**src/rtl/display_scan_pkg.sv**
```systemverilog
// Shared register map, field offsets and segment glyphs for the multiplexed display scanner.
package display_scan_pkg;

  localparam logic ADDR_DIGITS = 1'b0;
  localparam logic ADDR_CTRL   = 1'b1;

  localparam int unsigned BUS_W        = 32;
  localparam int unsigned CTRL_W       = 28;
  localparam int unsigned CTRL_FMT_BIT = 24;
  localparam int unsigned RD_OVF_BIT   = 30;
  localparam int unsigned RD_BUSY_BIT  = 31;

  // CTRL layout: [27:25] brightness, [24] format, [23:16] blink, [15:8] dp, [7:0] enable
  typedef struct packed {
    logic [2:0] bright;
    logic       fmt;
    logic [7:0] blink;
    logic [7:0] dp;
    logic [7:0] en;
  } ctrl_t;

  // Active-high gfedcba glyphs for hex 0..F; the pins are active-low so users invert.
  localparam logic [6:0] SEG_TABLE [16] = '{
    7'h3F, 7'h06, 7'h5B, 7'h4F, 7'h66, 7'h6D, 7'h7D, 7'h07,
    7'h7F, 7'h6F, 7'h77, 7'h7C, 7'h39, 7'h5E, 7'h79, 7'h71
  };
  localparam logic [6:0] SEG_DASH    = 7'h40;
  localparam logic [6:0] SEG_BLANK_N = 7'h7F;

  function automatic logic [6:0] seg_decode_n(input logic [3:0] nib);
    return ~SEG_TABLE[nib];
  endfunction

endpackage

```
**src/rtl/peripheral_display_scan_if.sv**
```systemverilog
// Host register bus of the display scanner: register select, write data/strobe, readback.
interface peripheral_display_scan_if;
  import display_scan_pkg::*;

  logic             A;
  logic [BUS_W-1:0] WD;
  logic             WE;
  logic [BUS_W-1:0] RD;

  modport master (output A, output WD, output WE, input RD);
  modport slave  (input A, input WD, input WE, output RD);

endinterface

```
**src/rtl/bin2bcd_seq.sv**
```systemverilog
// Sequential double-dabble converter: one source bit per cycle, 4*NUM_DIGITS cycles per value.
// Restartable while busy; result and overflow are presented combinationally on the done cycle.
module bin2bcd_seq #(
  parameter int unsigned NUM_DIGITS = 4
) (
  input  logic                    clk,
  input  logic                    rst,
  input  logic                    start_i,
  input  logic [4*NUM_DIGITS-1:0] value_i,
  output logic                    busy_o,
  output logic                    done_c_o,
  output logic [4*NUM_DIGITS-1:0] bcd_c_o,
  output logic                    ovf_c_o
);

  localparam int unsigned W      = 4 * NUM_DIGITS;
  localparam int unsigned STEP_W = $clog2(W);
  localparam logic [STEP_W-1:0] LAST_STEP = STEP_W'(W - 1);

  typedef enum logic {
    S_IDLE,
    S_SHIFT
  } state_e;

  state_e            state_q, state_d;
  logic [W-1:0]      bin_q, bin_d;
  logic [W-1:0]      acc_q, acc_d;
  logic [W-1:0]      adj_c;
  logic              sticky_q, sticky_d;
  logic [STEP_W-1:0] step_q, step_d;

  always_ff @(posedge clk) begin
    if (rst) begin
      state_q  <= S_IDLE;
      bin_q    <= '0;
      acc_q    <= '0;
      sticky_q <= 1'b0;
      step_q   <= '0;
    end else begin
      state_q  <= state_d;
      bin_q    <= bin_d;
      acc_q    <= acc_d;
      sticky_q <= sticky_d;
      step_q   <= step_d;
    end
  end

  // Add-3 on every BCD digit that would reach ten or more after the next shift
  always_comb begin
    adj_c = acc_q;
    for (int i = 0; i < int'(NUM_DIGITS); i++) begin
      if (acc_q[4*i +: 4] >= 4'd5) adj_c[4*i +: 4] = acc_q[4*i +: 4] + 4'd3;
    end
  end

  // A bit shifted out of the top digit means the value needs more than NUM_DIGITS digits
  always_comb begin
    state_d  = state_q;
    bin_d    = bin_q;
    acc_d    = acc_q;
    sticky_d = sticky_q;
    step_d   = step_q;
    done_c_o = 1'b0;
    if (state_q == S_SHIFT) begin
      bin_d    = bin_q << 1;
      acc_d    = {adj_c[W-2:0], bin_q[W-1]};
      sticky_d = sticky_q | adj_c[W-1];
      step_d   = step_q + STEP_W'(1);
      if (step_q == LAST_STEP) begin
        state_d  = S_IDLE;
        done_c_o = 1'b1;
      end
    end
    if (start_i) begin
      state_d  = S_SHIFT;
      bin_d    = value_i;
      acc_d    = '0;
      sticky_d = 1'b0;
      step_d   = '0;
      done_c_o = 1'b0;
    end
  end

  assign busy_o  = (state_q == S_SHIFT);
  assign bcd_c_o = {adj_c[W-2:0], bin_q[W-1]};
  assign ovf_c_o = sticky_q | adj_c[W-1];

endmodule

```
**src/rtl/peripheral_display_scan.sv**
```systemverilog
// Multiplexed 7-segment scanner with DIGITS/CTRL registers, brightness PWM and binary-to-BCD mode.
// Digit blinking is compiled in only when DISPLAY_SCAN_BLINK_EN is defined.
module peripheral_display_scan
  import display_scan_pkg::*;
#(
  parameter int unsigned NUM_DIGITS   = 4,
  parameter int unsigned SCAN_DIV     = 100000,
  parameter int unsigned BLINK_FRAMES = 64
) (
  input  logic                      clk,
  input  logic                      rst,
  peripheral_display_scan_if.slave  bus,
  output logic [6:0]                display,
  output logic                      dp,
  output logic [NUM_DIGITS-1:0]     selector
);

  localparam int unsigned DW    = 4 * NUM_DIGITS;
  localparam int unsigned CNT_W = $clog2(SCAN_DIV);
  localparam int unsigned IDX_W = (NUM_DIGITS > 1) ? $clog2(NUM_DIGITS) : 1;
  localparam logic [CNT_W-1:0] CNT_LAST = CNT_W'(SCAN_DIV - 1);
  localparam logic [IDX_W-1:0] IDX_LAST = IDX_W'(NUM_DIGITS - 1);

  logic [DW-1:0]         digits_q, digits_d;
  ctrl_t                 ctrl_q, ctrl_d;
  logic [DW-1:0]         shadow_q;
  logic                  ovf_q;
  logic [CNT_W-1:0]      cnt_q, cnt_d;
  logic [IDX_W-1:0]      idx_q, idx_d;
  logic                  slot_end_c;
  logic                  start_c;
  logic [DW-1:0]         conv_val_c;
  logic                  conv_busy, conv_done_c, conv_ovf_c;
  logic [DW-1:0]         conv_bcd_c;
  logic [3:0]            nib_c;
  logic                  en_bit_c, dp_bit_c, blink_bit_c, blink_off_c, drive_c;
  logic [31:0]           on_cycles_c;
  logic [NUM_DIGITS-1:0] sel_q, sel_d;
  logic [6:0]            disp_q, disp_d;
  logic                  dp_q, dp_d;
  logic                  unused_wd;

  assign unused_wd = ^bus.WD;

  // Register writes and conversion launch (format is judged on its value before the write)
  always_comb begin
    digits_d   = digits_q;
    ctrl_d     = ctrl_q;
    start_c    = 1'b0;
    conv_val_c = digits_q;
    if (bus.WE) begin
      if (bus.A == ADDR_DIGITS) begin
        digits_d = bus.WD[DW-1:0];
        if (ctrl_q.fmt) begin
          start_c    = 1'b1;
          conv_val_c = bus.WD[DW-1:0];
        end
      end else begin
        ctrl_d = ctrl_t'(bus.WD[CTRL_W-1:0]);
        if (!ctrl_q.fmt && bus.WD[CTRL_FMT_BIT]) start_c = 1'b1;
      end
    end
  end

  bin2bcd_seq #(
    .NUM_DIGITS(NUM_DIGITS)
  ) u_bin2bcd (
    .clk      (clk),
    .rst      (rst),
    .start_i  (start_c),
    .value_i  (conv_val_c),
    .busy_o   (conv_busy),
    .done_c_o (conv_done_c),
    .bcd_c_o  (conv_bcd_c),
    .ovf_c_o  (conv_ovf_c)
  );

  // Slot prescaler and digit index
  always_comb begin
    slot_end_c = (cnt_q == CNT_LAST);
    cnt_d      = slot_end_c ? '0 : cnt_q + CNT_W'(1);
    idx_d      = idx_q;
    if (slot_end_c) idx_d = (idx_q == IDX_LAST) ? '0 : idx_q + IDX_W'(1);
  end

`ifdef DISPLAY_SCAN_BLINK_EN
  localparam int unsigned FR_W = (BLINK_FRAMES > 1) ? $clog2(BLINK_FRAMES) : 1;
  localparam logic [FR_W-1:0] FR_LAST = FR_W'(BLINK_FRAMES - 1);

  logic [FR_W-1:0] frame_q;
  logic            phase_q;
  logic            frame_end_c;

  assign frame_end_c = slot_end_c && (idx_q == IDX_LAST);

  // Blink phase flips after every BLINK_FRAMES complete scan frames
  always_ff @(posedge clk) begin
    if (rst) begin
      frame_q <= '0;
      phase_q <= 1'b0;
    end else if (frame_end_c) begin
      if (frame_q == FR_LAST) begin
        frame_q <= '0;
        phase_q <= ~phase_q;
      end else begin
        frame_q <= frame_q + FR_W'(1);
      end
    end
  end

  assign blink_off_c = phase_q & blink_bit_c;
`else
  logic unused_blink;
  assign blink_off_c  = 1'b0;
  assign unused_blink = ^{blink_bit_c, 32'(BLINK_FRAMES)};
`endif

  // Next registered segment/anode values for the current slot
  always_comb begin
    nib_c       = '0;
    en_bit_c    = 1'b0;
    dp_bit_c    = 1'b0;
    blink_bit_c = 1'b0;
    for (int i = 0; i < int'(NUM_DIGITS); i++) begin
      if (idx_q == IDX_W'(i)) begin
        nib_c       = ctrl_q.fmt ? shadow_q[4*i +: 4] : digits_q[4*i +: 4];
        en_bit_c    = ctrl_q.en[i];
        dp_bit_c    = ctrl_q.dp[i];
        blink_bit_c = ctrl_q.blink[i];
      end
    end
    on_cycles_c = ((32'(ctrl_q.bright) + 32'd1) * SCAN_DIV) >> 3;
    drive_c     = en_bit_c && !blink_off_c && (32'(cnt_q) < on_cycles_c);
    sel_d       = '1;
    disp_d      = SEG_BLANK_N;
    dp_d        = 1'b1;
    if (drive_c) begin
      sel_d  = ~(NUM_DIGITS'(1) << idx_q);
      disp_d = (ctrl_q.fmt && ovf_q) ? ~SEG_DASH : seg_decode_n(nib_c);
      dp_d   = ~dp_bit_c;
    end
  end

  always_ff @(posedge clk) begin
    if (rst) begin
      digits_q <= '0;
      ctrl_q   <= '0;
      shadow_q <= '0;
      ovf_q    <= 1'b0;
      cnt_q    <= '0;
      idx_q    <= '0;
      sel_q    <= '1;
      disp_q   <= SEG_BLANK_N;
      dp_q     <= 1'b1;
    end else begin
      digits_q <= digits_d;
      ctrl_q   <= ctrl_d;
      cnt_q    <= cnt_d;
      idx_q    <= idx_d;
      sel_q    <= sel_d;
      disp_q   <= disp_d;
      dp_q     <= dp_d;
      if (conv_done_c) begin
        shadow_q <= conv_bcd_c;
        ovf_q    <= conv_ovf_c;
      end
    end
  end

  // Combinational readback of the selected register
  always_comb begin
    bus.RD = '0;
    if (bus.A == ADDR_CTRL) begin
      bus.RD[CTRL_W-1:0]  = ctrl_q;
      bus.RD[RD_OVF_BIT]  = ovf_q;
      bus.RD[RD_BUSY_BIT] = conv_busy;
    end else begin
      bus.RD[DW-1:0] = digits_q;
    end
  end

  assign selector = sel_q;
  assign display  = disp_q;
  assign dp       = dp_q;

endmodule

```
**src/flat_wrapper.sv**
```systemverilog
// flat-port wrapper written by rule: the top's interface ports become plain ports
module peripheral_display_scan_flat import display_scan_pkg::*;
#(
  parameter int unsigned NUM_DIGITS   = 4,
  parameter int unsigned SCAN_DIV     = 100000,
  parameter int unsigned BLINK_FRAMES = 64
)
  (clk, rst, display, dp, selector, bus_A, bus_WD, bus_WE, bus_RD);
  peripheral_display_scan_if bus_i ();
  input  logic clk;
  input  logic rst;
  output logic [6:0] display;
  output logic dp;
  output logic [NUM_DIGITS-1:0] selector;
  input wire logic [$bits(bus_i.A)-1:0] bus_A;
  input wire logic [$bits(bus_i.WD)-1:0] bus_WD;
  input wire logic [$bits(bus_i.WE)-1:0] bus_WE;
  output wire logic [$bits(bus_i.RD)-1:0] bus_RD;
  assign bus_i.A = bus_A;
  assign bus_i.WD = bus_WD;
  assign bus_i.WE = bus_WE;
  assign bus_RD = bus_i.RD;
  peripheral_display_scan #(.NUM_DIGITS(NUM_DIGITS), .SCAN_DIV(SCAN_DIV), .BLINK_FRAMES(BLINK_FRAMES)) u_core (.clk(clk), .rst(rst), .bus(bus_i), .display(display), .dp(dp), .selector(selector));
endmodule
```
**config.mk**
```make
export PLATFORM = sky130hd
export DESIGN_NAME = peripheral_display_scan_flat
export DESIGN_NICKNAME = d
export VERILOG_FILES = /design/src/rtl/display_scan_pkg.sv /design/src/rtl/peripheral_display_scan_if.sv /design/src/rtl/bin2bcd_seq.sv /design/src/rtl/peripheral_display_scan.sv /design/src/flat_wrapper.sv
export SDC_FILE = /design/constraint.sdc
export NUM_CORES = 1
export LEC_CHECK = 0
export BUFFER_PORTS_ARGS = -buffer_cell sky130_fd_sc_hd__buf_4
export CAP_MARGIN = 40
export CORE_MARGIN = 2
export CORE_UTILIZATION = 35
export DETAILED_ROUTE_END_ITERATION = 7
export GPL_ROUTABILITY_DRIVEN = 1
export PLACE_DENSITY_LB_ADDON = 0.15
export SKIP_CTS_REPAIR_TIMING = 1
export SKIP_LAST_GASP = 1
export SYNTH_ARGS = -nofsm -noshare
export SYNTH_HDL_FRONTEND = slang
export SYNTH_SLANG_ARGS = --single-unit
```
**constraint.sdc**
```tcl
create_clock -name clk -period 5.55 [get_ports clk]
set_input_delay 1.11 -clock clk [delete_from_list [all_inputs] [get_ports clk]]
set_output_delay 1.11 -clock clk [all_outputs]
set_load 0.01 [all_outputs]
```
## After elaboration in Yosys (flattened, before gate mapping)

Memories as Yosys holds them, arrays and structs flattened.
Index checks and enable logic that the tools add are counted.

- $add $sub $neg: 8
- Multiply operators: 1
- $lt $le $gt $ge: 6
- Equality and inequality tests: 5
- Shift-type cells: 1
- Multiplexer cells: 42
- Bitwise logic cells: 7
- Reductions and logical operators: 12

Operators with widths:

| kind | number |
|---|---|
| 16-bit two-way mux | 6 |
| 4-bit two-way mux | 12 |
| 32-bit by 12-bit multiplier with 27-bit output, second input constant | 1 |
| 17-bit by 29-bit less-than comparator with 1-bit output | 1 |
| 7-bit two-way mux | 3 |
| 1-bit two-way mux | 18 |
| 17-bit by 1-bit adder with 17-bit output, second input constant | 1 |
| 17-bit == test, second input constant | 1 |
| 4-bit by 2-bit adder with 4-bit output, second input constant | 4 |
| 4-bit by 3-bit >= comparator with 1-bit output, second input constant | 4 |
| 12-bit two-way mux | 1 |
| 7-bit NOT | 1 |
| 2-bit OR reduction | 3 |
| 5-bit >= comparator, second input constant | 1 |
| 4-bit NOT with 5-bit output | 1 |
| 3-bit by 1-bit adder with 4-bit output, second input constant | 1 |
| 4-bit by 1-bit adder with 4-bit output, second input constant | 1 |
| 2-bit == test, second input constant | 2 |
| 4-bit == test, second input constant | 1 |
| 2-bit two-way mux | 2 |
| 4-bit NOT | 1 |
| 2-bit AND reduction | 2 |
| 1-bit by 2-bit << shifter with 4-bit output, first input constant | 1 |
| 1-bit logical AND | 3 |
| 8 further kinds | 10 |

- Register bits: 130
- Memory bits (read-only): 112
- Bits of input ports: 36
- Output and inout bits: 44
- Word-level logic and storage cells: 102
- Memories kept: 1

Memories:

| memory | words | bits a word | read ports | clocked after memory_dff | write ports | RTL line | source |
|---|---|---|---|---|---|---|---|
| (name not given) | 16 | 7 | 1 | 0 | 0 | display_scan_pkg.sv:31 | `return ~SEG_TABLE[nib];` |

## Depth between registers and ports, before layout

Gate-level depths: netlist (run 1).

- Word-level depth: 11
- Gate-level depth with buffers: 21
- Gate-level depth less buffers: 19

## By module

From an unflattened synthesis (run 1), not the netlist that was laid out.

- Cell total of the unflattened synthesis: 856
- Area, all modules: 7,196.9 sq um

By module, submodules not included:

| module | instances | cells an instance | area an instance (sq um) | seq. area each (sq um) |
|---|---|---|---|---|
| peripheral_display_scan | 1 | 606 | 5,139.9 | 1,841.8 |
| bin2bcd_seq | 1 | 250 | 2,057.0 | 760.7 |

## Worst setup path before layout (run 1)

Ideal clock, no wire load.

- Kind: flip-flop to flip-flop
- From: register u_core.ctrl_q[25] (netlist bit)
- To: register u_core.sel_q[1], in the netlist u_core.selector[1]
- Setup time: 138 ps
- Arrival: 3,796 ps
- Data required time: 5,412 ps
- Path slack: 1,615 ps
- Stages on the path, launching flop included: 21
- Path buffers: 2
- Period minus slack after synthesis: 3,935 ps
- Cells stage by stage: dfxtp_1 clkbuf_1 inv_1 ha_1 xnor2_1 ha_1 ha_1 a21oi_1 o21ai_0 a21oi_1 nor2_1 nor2_1 xor2_1 ha_1 nand2_1 o21ai_0 a211oi_1 nor3_1 o21ai_1 clkbuf_1 nand4b_1

- Longest elaborated chain between the ends: 6

RTL lines:

| item | RTL line | source |
|---|---|---|
| start, declared | peripheral_display_scan.sv:25 | `ctrl_t ctrl_q, ctrl_d;` |
| start signal, assigned | peripheral_display_scan.sv:157 | `ctrl_q <= ctrl_d;` |
| 3-bit by 1-bit adder with 4-bit output | peripheral_display_scan.sv:132 | `on_cycles_c = ((32'(ctrl_q.bright) + 32'd1) * SCAN_DIV) >> 3;` |
| 32-bit by 12-bit multiplier with 27-bit output | peripheral_display_scan.sv:132 |  |
| 17-bit by 29-bit less-than comparator with 1-bit output | peripheral_display_scan.sv:133 | `drive_c = en_bit_c && !blink_off_c && (32'(cnt_q) < on_cycles_c);` |
| 1-bit logical AND | peripheral_display_scan.sv:133 |  |
| 1-bit NOT (no source line) | - |  |
| 2-bit OR reduction (no source line) | - |  |
| end signal, assigned | peripheral_display_scan.sv:160 | `sel_q <= sel_d;` |
| end, declared | peripheral_display_scan.sv:38 | `logic [NUM_DIGITS-1:0] sel_q, sel_d;` |

No other way between the ends.
A chain may end at the register's enable or synchronous reset.

## Worst setup path in the final report (run 1)

- From: register u_core.ctrl_q[25] (netlist bit)
- To: register u_core.disp_q[4], in the netlist u_core.display[4]

- Longest elaborated chain between the ends: 6

RTL lines:

| item | RTL line | source |
|---|---|---|
| 3-bit by 1-bit adder with 4-bit output | peripheral_display_scan.sv:132 |  |
| 32-bit by 12-bit multiplier with 27-bit output | peripheral_display_scan.sv:132 |  |
| 17-bit by 29-bit less-than comparator with 1-bit output | peripheral_display_scan.sv:133 |  |
| 1-bit logical AND | peripheral_display_scan.sv:133 |  |
| 1-bit NOT (no source line) | - |  |
| 3-bit OR reduction (no source line) | - |  |
| end signal, assigned | peripheral_display_scan.sv:161 | `disp_q <= disp_d;` |
| end, declared | peripheral_display_scan.sv:39 | `logic [6:0] disp_q, disp_d;` |

No other way between the ends.

==> metrics.cfg, run 1 <==
[sta]
fmax_mhz=216.5
period_share_pct=83.24
hold_violations=0
max_slew_margin_pct=43.21
final-setup-viol-count=0
finalSetupTns_ps=0
slew_violations=0
fin_hold_ws_ps=447.9
tightestPinTransition_ps=844.7
rsz0062_at_grt=no
period_needed_ps=4620
fin_skew_ps=14.90

[yosys]
async_reset_ff_share_pct=0
synth_largest_type_area_fraction_pct=36.55
syn_inst=851
synth_area_um2=7121
yosys_warnings=0
synth_area_leaders=dfxtp_1 37%, ha_1 8.3%, nand2_1 7.2%
ys_seq_area_share_pct=36.55
synth-edff-count=0
avgSynthCellArea_um2=8.367
synthFlopType=dfxtp_1
synth_seq_cells=130
synth.largest_area_cell=dfxtp_1
ys_types=59

[global_route]
grt_pass1_wl_um=29490
gr-total-overflow=0
grt.met1_usage_pct=25.01
grt_usage_pct=17.24
grt_max_degree=58
top_usage_layer=met2
grt_pass1_vias=5589
grt_antenna_before_repair=0
grt_use_met2_pct=25.80
use_met3_pct=4.188

[clock_tree]
cts_num_sinks=130
clock-root-buffer=clkbuf_16
clkLatencyLatePin_ps=420
htreeDepth=4
cts_tree=built
path_clk_slew_ps=60
cts.path.max_buffers=2
cts_made_buffers=17

[setup_path]
rr_worst_depth=18
r2r-end=u_core.display[4]
crit_required_ps=5800
cp.arrival_ps=4870
criticalPathCategory=reg -> reg
cp-end-kind=register
startpoint_type=register
rr_startpoint=u_core.ctrl_q[25]
path_max_fanout=12
rrSetupSlack_ps=930

[die]
fp.dieW_um=146.6
start_util_pct=35.42
die_h_um=146.6
core_um2=20100
ios=80
dieArea_um2=21500
rows=52

[worst_hold_path]
holdPathStages=2
hold_path_end=u_core.ctrl_q[16]
min_from=u_core.ctrl_q[16]
hold_path.class=reg -> reg

[placed_design]
portBuffers=73
place_congestion=0.7792
place_inst=1148
dp_hpwl_um=12620

[power_and_ir_drop]
finalPower_mw=2.306
vdd_drop_max_uv=152.7
leakage_nw=3.205
p_per_area_nw_per_um2=273.0

[routing]
drtAntennaViolNets=0
drc=0
num_vias=5892
wl_per_cell_um=15.33
drt_first_pass_iters=5
drt_wl_total_um=18090
drt_iter0_drc=348
vias_per_cell=4.993

[layout]
layoutNonFillerInstCount=1180
fin_nets=980
drive_gt1_share_pct=16.15
layout-area-overhead-vs-synth_pct=18.59
post-route-util_pct=42.00
n_antenna_cell=0
n_fill_cell=2037

[outcome]
status=finished, final reports clean

[flow_run]
drv_cap=0

power breakdown:
part           switching [mW]  internal, mW
registers              0.0246         0.962
logic                   0.139         0.107
clock network           0.453         0.621
cells by family after synthesis:
group | synth area share [%]
AO/OA/AOI/OAI | 14.97
XOR/XNOR | 4.305
adder cells (fa/ha/maj) | 8.259
buffers and inverters | 5.008
flip-flops | 36.55
multiplexers | 9.067
other | 0.05266
AND/OR/NAND/NOR | 21.79
registers in the layout, indices dropped and copies added, names as in the netlist:
signal and count:
u_core.shadow_q 16, u_core.dp 1, u_core.ctrl_q 28, u_core.ovf_q 1
u_core.selector 4, u_core.digits_q 16, u_core.display 7, u_core.u_bin2bcd.sticky_q 1
u_core.u_bin2bcd.acc_q 16, u_core.cnt_q 17, u_core.u_bin2bcd.busy_o 1, u_core.u_bin2bcd.step_q 4
u_core.idx_q 2, u_core.u_bin2bcd.bin_q 16
routing by layer:
layer	part of all wire [%]	wire length, µm	up-vias
met5	0	0	-
met4	0.73	132	0
met3	4.6	841	6
met2	44	7911	120
met1	51	9203	2716
li1	-	-	3050
cells in the mapped netlist, types with 3 or more instances:
cell      number
buf_2          6
and2_1        17
mux2i_1       36
a21oi_1       75
a211oi_1      24
xor2_1        16
buf_4          4
a311oi_1      21
nor3_1         6
and4_1         3
nand2b_1       7
ha_1          47
nor3b_1        5
clkbuf_1      43
inv_1         29
nand4b_1       4
a31oi_1        3
nor2_1        77
nand3_1       39
mux2_2        20
nand2_1      137
nand3b_1       5
nand4_1        5
nor2b_1       16
o21ai_0       15
xnor2_1       19
dfxtp_1      130
cell usage in the layout (no fill, tap or decap), types with 3 or more instances in the layout:
cell type	instances
dfxtp_1	129
a31oi_1	3
a211oi_1	24
clkbuf_16	17
nand4b_1	4
and4_1	3
mux2i_1	36
clkinv_2	3
mux2_2	20
inv_6	3
buf_4	78
nor2b_1	15
xnor2_1	19
nand3_1	39
nand2b_1	7
ha_1	47
nor2_1	77
nand3b_1	5
a311oi_1	21
nand4_1	5
nor3b_1	5
nand2_1	137
and2_1	17
a21oi_1	75
clkinvlp_4	4
xor2_1	16
nor3_1	6
inv_1	29
o21ai_0	15
final cells by class:
class	count	area (µm²)	area share, %
multi-input combinational	637	4168	49.36
sequential	130	2604	30.83
timing repair buffer	82	666.9	7.897
clock buffer	18	429.2	5.082
tap	270	337.8	4.001
clock inverter	14	130.1	1.541
inverter	29	108.9	1.289
metrics by stage:
step	setup WS, ps	instance area [µm²]
3_5_place_dp	837.9	7885
6_report	930.4	8444
3_3_place_gp	827.9	7804
5_1_grt	466.2	8444
2_1_floorplan	1615	7124
4_1_cts	816.1	8444
worst max path at each step:
stage / startpoint / endpoint / slack [ps] / cells past startpoint
2_1_floorplan: u_core.ctrl_q[25] / u_core.selector[1] / 1620 / 20
3_3_place_gp: u_core.ctrl_q[25] / u_core.display[4] / 830 / 18
3_5_place_dp: u_core.ctrl_q[25] / u_core.selector[1] / 840 / 18
4_1_cts: u_core.ctrl_q[25] / u_core.display[4] / 820 / 18
5_1_grt: u_core.ctrl_q[25] / u_core.selector[3] / 470 / 18
6_report: u_core.ctrl_q[25] / u_core.display[4] / 930 / 18
worst max-delay path, cell delays in order (launching register included):
cell and delay [ps]:
dfxtp_1 540, inv_1 190, ha_1 430, xnor2_1 240, ha_1 270, ha_1 350
a21oi_1 140, o21ai_0 140, a21oi_1 170, nor2_1 50, nor2_1 100, xor2_1 180
ha_1 270, nand2_1 80, o21ai_0 80, a211oi_1 290, nor3_1 80, o21ai_1 630
o2111ai_1 210
Note: power is estimated with default switching activity, not from simulation.
==> run 2, diff against run 1 <==
- ABC_AREA: unset -> 1
- clock period: 5.55 -> 4 ns (I/O delays scaled with it)
==> run 2 against run 1 <==
Compared with the run above:
- register-to-register slack got worse by 560 ps
- critical path depth rose by 5
- die area is 0.37% lower
- sequential share of layout area up 0.065 points
- clock skew fell by 2.5 ps
- global-route usage hardly changed
- hold slack gained 1.1 ps
- flip-flop and latch count unchanged
- critical path type unchanged
- largest cell class unchanged
- highest routed layer unchanged
==> metrics.cfg, run 2 <==
[yosys]
yosys_warnings=0
async_reset_ff_share_pct=0
synth-edff-count=0
synth_seq_cells=130
syn_inst=983
synth_area_um2=7093
synthFlopType=dfxtp_1
ys_types=46
ys_seq_area_share_pct=36.69
synth_largest_type_area_fraction_pct=36.69
yosysMostFrequentCell=nand2_1
avgSynthCellArea_um2=7.216
synth_area_leaders=dfxtp_1 37%, nand2_1 9.4%, ha_1 8.3%
synth.largest_area_cell=dfxtp_1
synth_common_cells=177 x nand2_1, 130 x dfxtp_1, 124 x inv_1

[global_route]
gr-total-overflow=0
grt_pass1_wl_um=29770
grt_pass1_vias=5881
grt_antenna_before_repair=0
grt_usage_pct=17.25
grt_max_degree=57

[layout]
final_common_cell=nand2_1
n_antenna_cell=0
drive_gt1_share_pct=15.02
layout-area-overhead-vs-synth_pct=19.09
largest_reg_flops=28
layoutNonFillerInstCount=1322
most-common-layout-cells=176 x nand2_1, 128 x dfxtp_1, 122 x inv_1, 94 x o21ai_0, 84 x buf_4
largestRegisters=u_core.ctrl_q (28), u_core.cnt_q (17)
fin_nets=1122
top_register=u_core.ctrl_q

[clock_tree]
cts_num_sinks=130
cts_made_buffers=17
clkLatencyLatePin_ps=420
path_clk_slew_ps=70
clock-root-buffer=clkbuf_16
htreeDepth=4
cts.path.max_buffers=2
cts_tree=built

[sta]
period_share_pct=90.79
period_needed_ps=3632
fmax_mhz=275.4
slew_violations=0
tightestPinTransition_ps=753.8
hold_violations=0
final-setup-viol-count=0
max_slew_margin_pct=49.68
fin_hold_ws_ps=449.1
fin_skew_ps=12.43

[setup_path]
criticalPathCategory=reg -> reg
cp-end-kind=register
cp.arrival_ps=3940
path_max_fanout=6
rr_worst_depth=23
rr_startpoint=u_core.ctrl_q[26]
r2r-end=u_core.display[1]
startpoint_type=register
rrSetupSlack_ps=370
crit_required_ps=4310

[worst_hold_path]
holdPathStages=1
hold_path_end=u_core.cnt_q[0]
hold_path.class=reg -> reg
min_from=u_core.cnt_q[0]

[power_and_ir_drop]
p_per_area_nw_per_um2=403.2
leakage_nw=3.658
vdd_drop_max_uv=283.9

[die]
die_h_um=146.4
rows=52
start_util_pct=35.40
core_um2=20040
ios=80
dieArea_um2=21420
fp.dieW_um=146.4

[placed_design]
portBuffers=73
place_congestion=0.8343
place_inst=1290
dp_hpwl_um=13100

[routing]
drtAntennaViolNets=0
drc=0
vias_per_cell=4.837
drt_iter0_drc=313
wl_per_cell_um=13.80
drt_wl_total_um=18240
drt_first_pass_iters=5
num_vias=6395

[flow_run]
drv_cap=0

[outcome]
status=finished, final reports clean

-- run 2: cell type report --
type / count / area (µm²)
flip-flops and latches: 130 / 2610
multi-input cells: 677 / 3801
inverters: 129 / 484.2
well taps: 270 / 337.8
repair buffers: 84 / 630.6
clock inverters: 14 / 153.9
clock buffers: 18 / 429.2
fillers: 2131 / 11590
-- run 2: cell families (layout without fill, tap and decap cells) --
group                    count (synthesis)  in the layout  synth area share (%)
buffers and inverters                  177            245                 10.51
XOR/XNOR                                15             15                 1.852
other                                    1              2               0.05287
AND/OR/NAND/NOR                        354            354                 21.59
flip-flops                             130            130                 36.69
multiplexers                             1              1                0.1587
adder cells (fa/ha/maj)                 47             47                 8.291
AO/OA/AOI/OAI                          258            258                 20.85
-- run 2: where the power goes --
group | internal [mW] | switching, mW | leakage, nW
Clock | 0.927 | 0.631 | 0.278
Sequential | 1.35 | 0.0369 | 1.06
Combinational | 0.174 | 0.290 | 2.32
-- run 2: through the flow --
step | setup TNS, ps | util, % | cell area (µm²) | setup slack, ps | power, mW
3_3_place_gp | 0 | 38.94 | 7804 | 128.1 | 1.871
2_1_floorplan | 0 | - | 7097 | 534.1 | 1.724
5_1_grt | -8.803 | 42.15 | 8447 | -8.803 | 3.575
3_5_place_dp | 0 | 38.94 | 7804 | 90.03 | 1.872
6_report | 0 | 42.15 | 8447 | 368.4 | 3.406
4_1_cts | 0 | 41.85 | 8387 | 86.63 | 3.437
-- run 2: worst max path at each step --
| stage | startpoint | end | slack, ps | depth (start not counted) |
|---|---|---|---|---|
| after CTS | u_core.ctrl_q[26] | u_core.display[1] | 90 | 23 |
| after global routing | u_core.ctrl_q[26] | u_core.display[1] | -9 | 23 |
| after global placement | u_core.ctrl_q[25] | u_core.display[1] | 130 | 23 |
| final | u_core.ctrl_q[26] | u_core.display[1] | 370 | 23 |
| after floorplan | u_core.ctrl_q[25] | u_core.display[0] | 530 | 20 |
| after detailed placement | u_core.ctrl_q[26] | u_core.display[1] | 90 | 23 |
-- run 2: layer usage --
layer | global-route usage [%] | routed length [µm] | vias up
li1 | - | - | 3372
met4 | 4.515 | 147 | 0
met1 | 24.42 | 9426 | 2928
met2 | 26.91 | 8134 | 84
met3 | 3.438 | 531 | 11
met5 | 0 | 0 | -
-- run 2: worst max-delay path, cell delays in order, from the launching register on --
cell and delay [ps]:
dfxtp_4 370, ha_4 170, inv_1 100, nand2_1 70
nand2_1 90, inv_1 80, ha_1 320, ha_1 210
ha_1 310, inv_2 80, o21ai_0 90, inv_1 90
o21ai_0 90, a22oi_1 200, nand2_1 80, nand2_1 50
nand2_1 50, ha_1 300, a21oi_1 150, o21ai_0 90
nand3b_1 100, nand3_2 110, nor2_4 210, nand3_1 90
==> run 3, diff against run 2 <==
- CORE_UTILIZATION: 35 -> 44
==> run 3 against run 2 <==
Compared with the run above:
- combinational power decreased by 2%
- flip-flop and latch count did not move
- global-route usage rose by 2.9 points
- count of clock-buffer cells in the layout is 1 lower
- first-iteration DRC count increased by 19%
- clock power about the same
- total power shrank 0.11%
- routed wire length down 7.4%
- die area fell by 20%
- cell area shrank 0.73%
- hold slack got worse by 3.3 ps
- sequential power about the same
- largest cell class unchanged
==> metrics.cfg, run 3 (synthesized netlist as in run 2, its figures left out) <==
[outcome]
status=finished, final reports clean

[flow_run]
drv_cap=0

[setup_path]
crit_required_ps=4300
startpoint_type=register
cp-endpoint=u_core.display[0]
path_max_fanout=6
rrSetupSlack_ps=340
cp_cell_sequence=ha_2 > inv_2 > nand2_1 > nand2_1 > inv_1 > ha_1 > ha_1 > ha_1 > inv_2 > o21ai_0 > inv_1 > o21ai_0 > a22oi_1 > nand2_1 > nand2_1 > nand2_1 > ha_1 > a21oi_1 > o21ai_0 > nand3b_1 > nand3_2 > nor2_4 > nand3_1
cpMaxStageDelayCell=dfxtp_2
cp.arrival_ps=3950
critPathBufInv=4
r2r-end=u_core.display[0]
crit_top_cell=nand2_1
criticalPathCategory=reg -> reg
rr_worst_depth=23
rr_startpoint=u_core.ctrl_q[25]
cp-end-kind=register
crit_path_start=u_core.ctrl_q[25]
cp_top_family=adder cells
path_depth=23
slowest_delay_ps=340

[die]
core_um2=15830
ios=80
rows=46
start_util_pct=44.81
dieArea_um2=17150
fp.dieW_um=131.0
die_h_um=131.0

[clock_tree]
htreeDepth=4
cts.path.max_buffers=2
clock-root-buffer=clkbuf_16
path_clk_slew_ps=60
clkLatencyLatePin_ps=420
cts_made_buffers=17
cts_num_sinks=130
cts_tree=built

[routing]
drt_wl_total_um=16890
drc=0
num_vias=6414
wl_per_cell_um=13.31
drtAntennaViolNets=0
drt_first_pass_iters=5
vias_per_cell=5.054
drt_iter0_drc=374

[sta]
final-setup-viol-count=0
tightestPinTransition_ps=731.7
slew_violations=0
hold_violations=0
fin_skew_ps=10.93
fmax_mhz=273.3
period_needed_ps=3659
period_share_pct=91.49
max_slew_margin_pct=51.15
finalSetupTns_ps=0

[layout]
layout-area-overhead-vs-synth_pct=18.22
n_antenna_cell=0
final_area_um2=8386
fin_nets=1123
final_common_cell=nand2_1
largest_reg_flops=28
most-common-layout-cells=177 x nand2_1, 128 x dfxtp_1, 121 x inv_1, 93 x o21ai_0, 83 x buf_4
post-route-util_pct=52.98
drive_gt1_share_pct=15.10
layoutNonFillerInstCount=1269
largestRegisters=u_core.ctrl_q (28), u_core.cnt_q (17)
top_register=u_core.ctrl_q

[global_route]
grt_max_degree=57
grt_pass1_wl_um=27280
grt_antenna_before_repair=0
gr-total-overflow=0
grt_usage_pct=20.13
grt_pass1_vias=5610

[worst_hold_path]
hold_path.class=reg -> reg

[power_and_ir_drop]
leakage_nw=3.683
vdd_drop_max_uv=335.5
p_per_area_nw_per_um2=405.7
finalPower_mw=3.402

[placed_design]
place_congestion=0.8032
place_inst=1237
dp_hpwl_um=12150
portBuffers=73
dpl_cell_area_um2=7759

-- run 3: changes by cell type in the layout (fill, tap and decap cells not counted), sizes merged --
cell	delta
buf	+1
clkinvlp	-3
inv	+1
clkbuf	-1
clkinv	+3
-- run 3: worst min path at each step --
| stage | startpoint | to | slack (ps) | depth (start not counted) |
|---|---|---|---|---|
| after floorplan | u_core.cnt_q[0] | u_core.cnt_q[0] | 420 | 1 |
| after global placement | u_core.cnt_q[0] | u_core.cnt_q[0] | 430 | 1 |
| after detailed placement | u_core.cnt_q[0] | u_core.cnt_q[0] | 440 | 1 |
| after CTS | u_core.cnt_q[0] | u_core.cnt_q[0] | 450 | 1 |
| after global routing | u_core.cnt_q[0] | u_core.cnt_q[0] | 480 | 1 |
| final | u_core.cnt_q[0] | u_core.cnt_q[0] | 450 | 1 |
-- run 3: per-stage QoR --
step / worst slack (ps) / hold WS, ps
2_1_floorplan: 534.1 / 417.5
3_3_place_gp: 212.5 / 432.8
3_5_place_dp: 138.4 / 441.1
4_1_cts: 124.3 / 454.5
5_1_grt: -31.48 / 476.8
6_report: 340.5 / 445.8
-- run 3: layer usage --
| metal | track usage (%) | part of all wire [%] | vias up |
|---|---|---|---|
| met1 | 27.99 | 50 | 2913 |
| met2 | 31.39 | 45 | 106 |
| met4 | 6.884 | 1.5 | 0 |
| li1 | - | - | 3376 |
| met3 | 3.787 | 3.8 | 19 |
| met5 | 0 | 0 | - |
-- run 3: final cells by class --
class	count	area (µm²)
Tap cell	216	270.3
Sequential cell	130	2605
Inverter	129	484.2
Fill cell	1577	7442
Multi-Input combinational cell	677	3776
Clock buffer	17	425.4
Clock inverter	15	171.4
Timing Repair Buffer	85	653.1
-- run 3: worst reg2reg max path: stages, from the launching register on --
cell and delay, ps:
dfxtp_2 340, ha_2 220, inv_2 80, nand2_1 60, nand2_1 90, inv_1 80
ha_1 320, ha_1 210, ha_1 310, inv_2 90, o21ai_0 80, inv_1 90
o21ai_0 90, a22oi_1 220, nand2_1 80, nand2_1 60, nand2_1 50, ha_1 300
a21oi_1 150, o21ai_0 100, nand3b_1 110, nand3_2 120, nor2_4 210, nand3_1 100
-- run 3: power breakdown --
| part | internal (mW) | total [mW] | switching [mW] |
|---|---|---|---|
| logic | 0.174 | 0.456 | 0.283 |
| clock network | 0.935 | 1.56 | 0.623 |
| registers | 1.35 | 1.39 | 0.0389 |
| total | 2.46 | 3.40 | 0.945 |
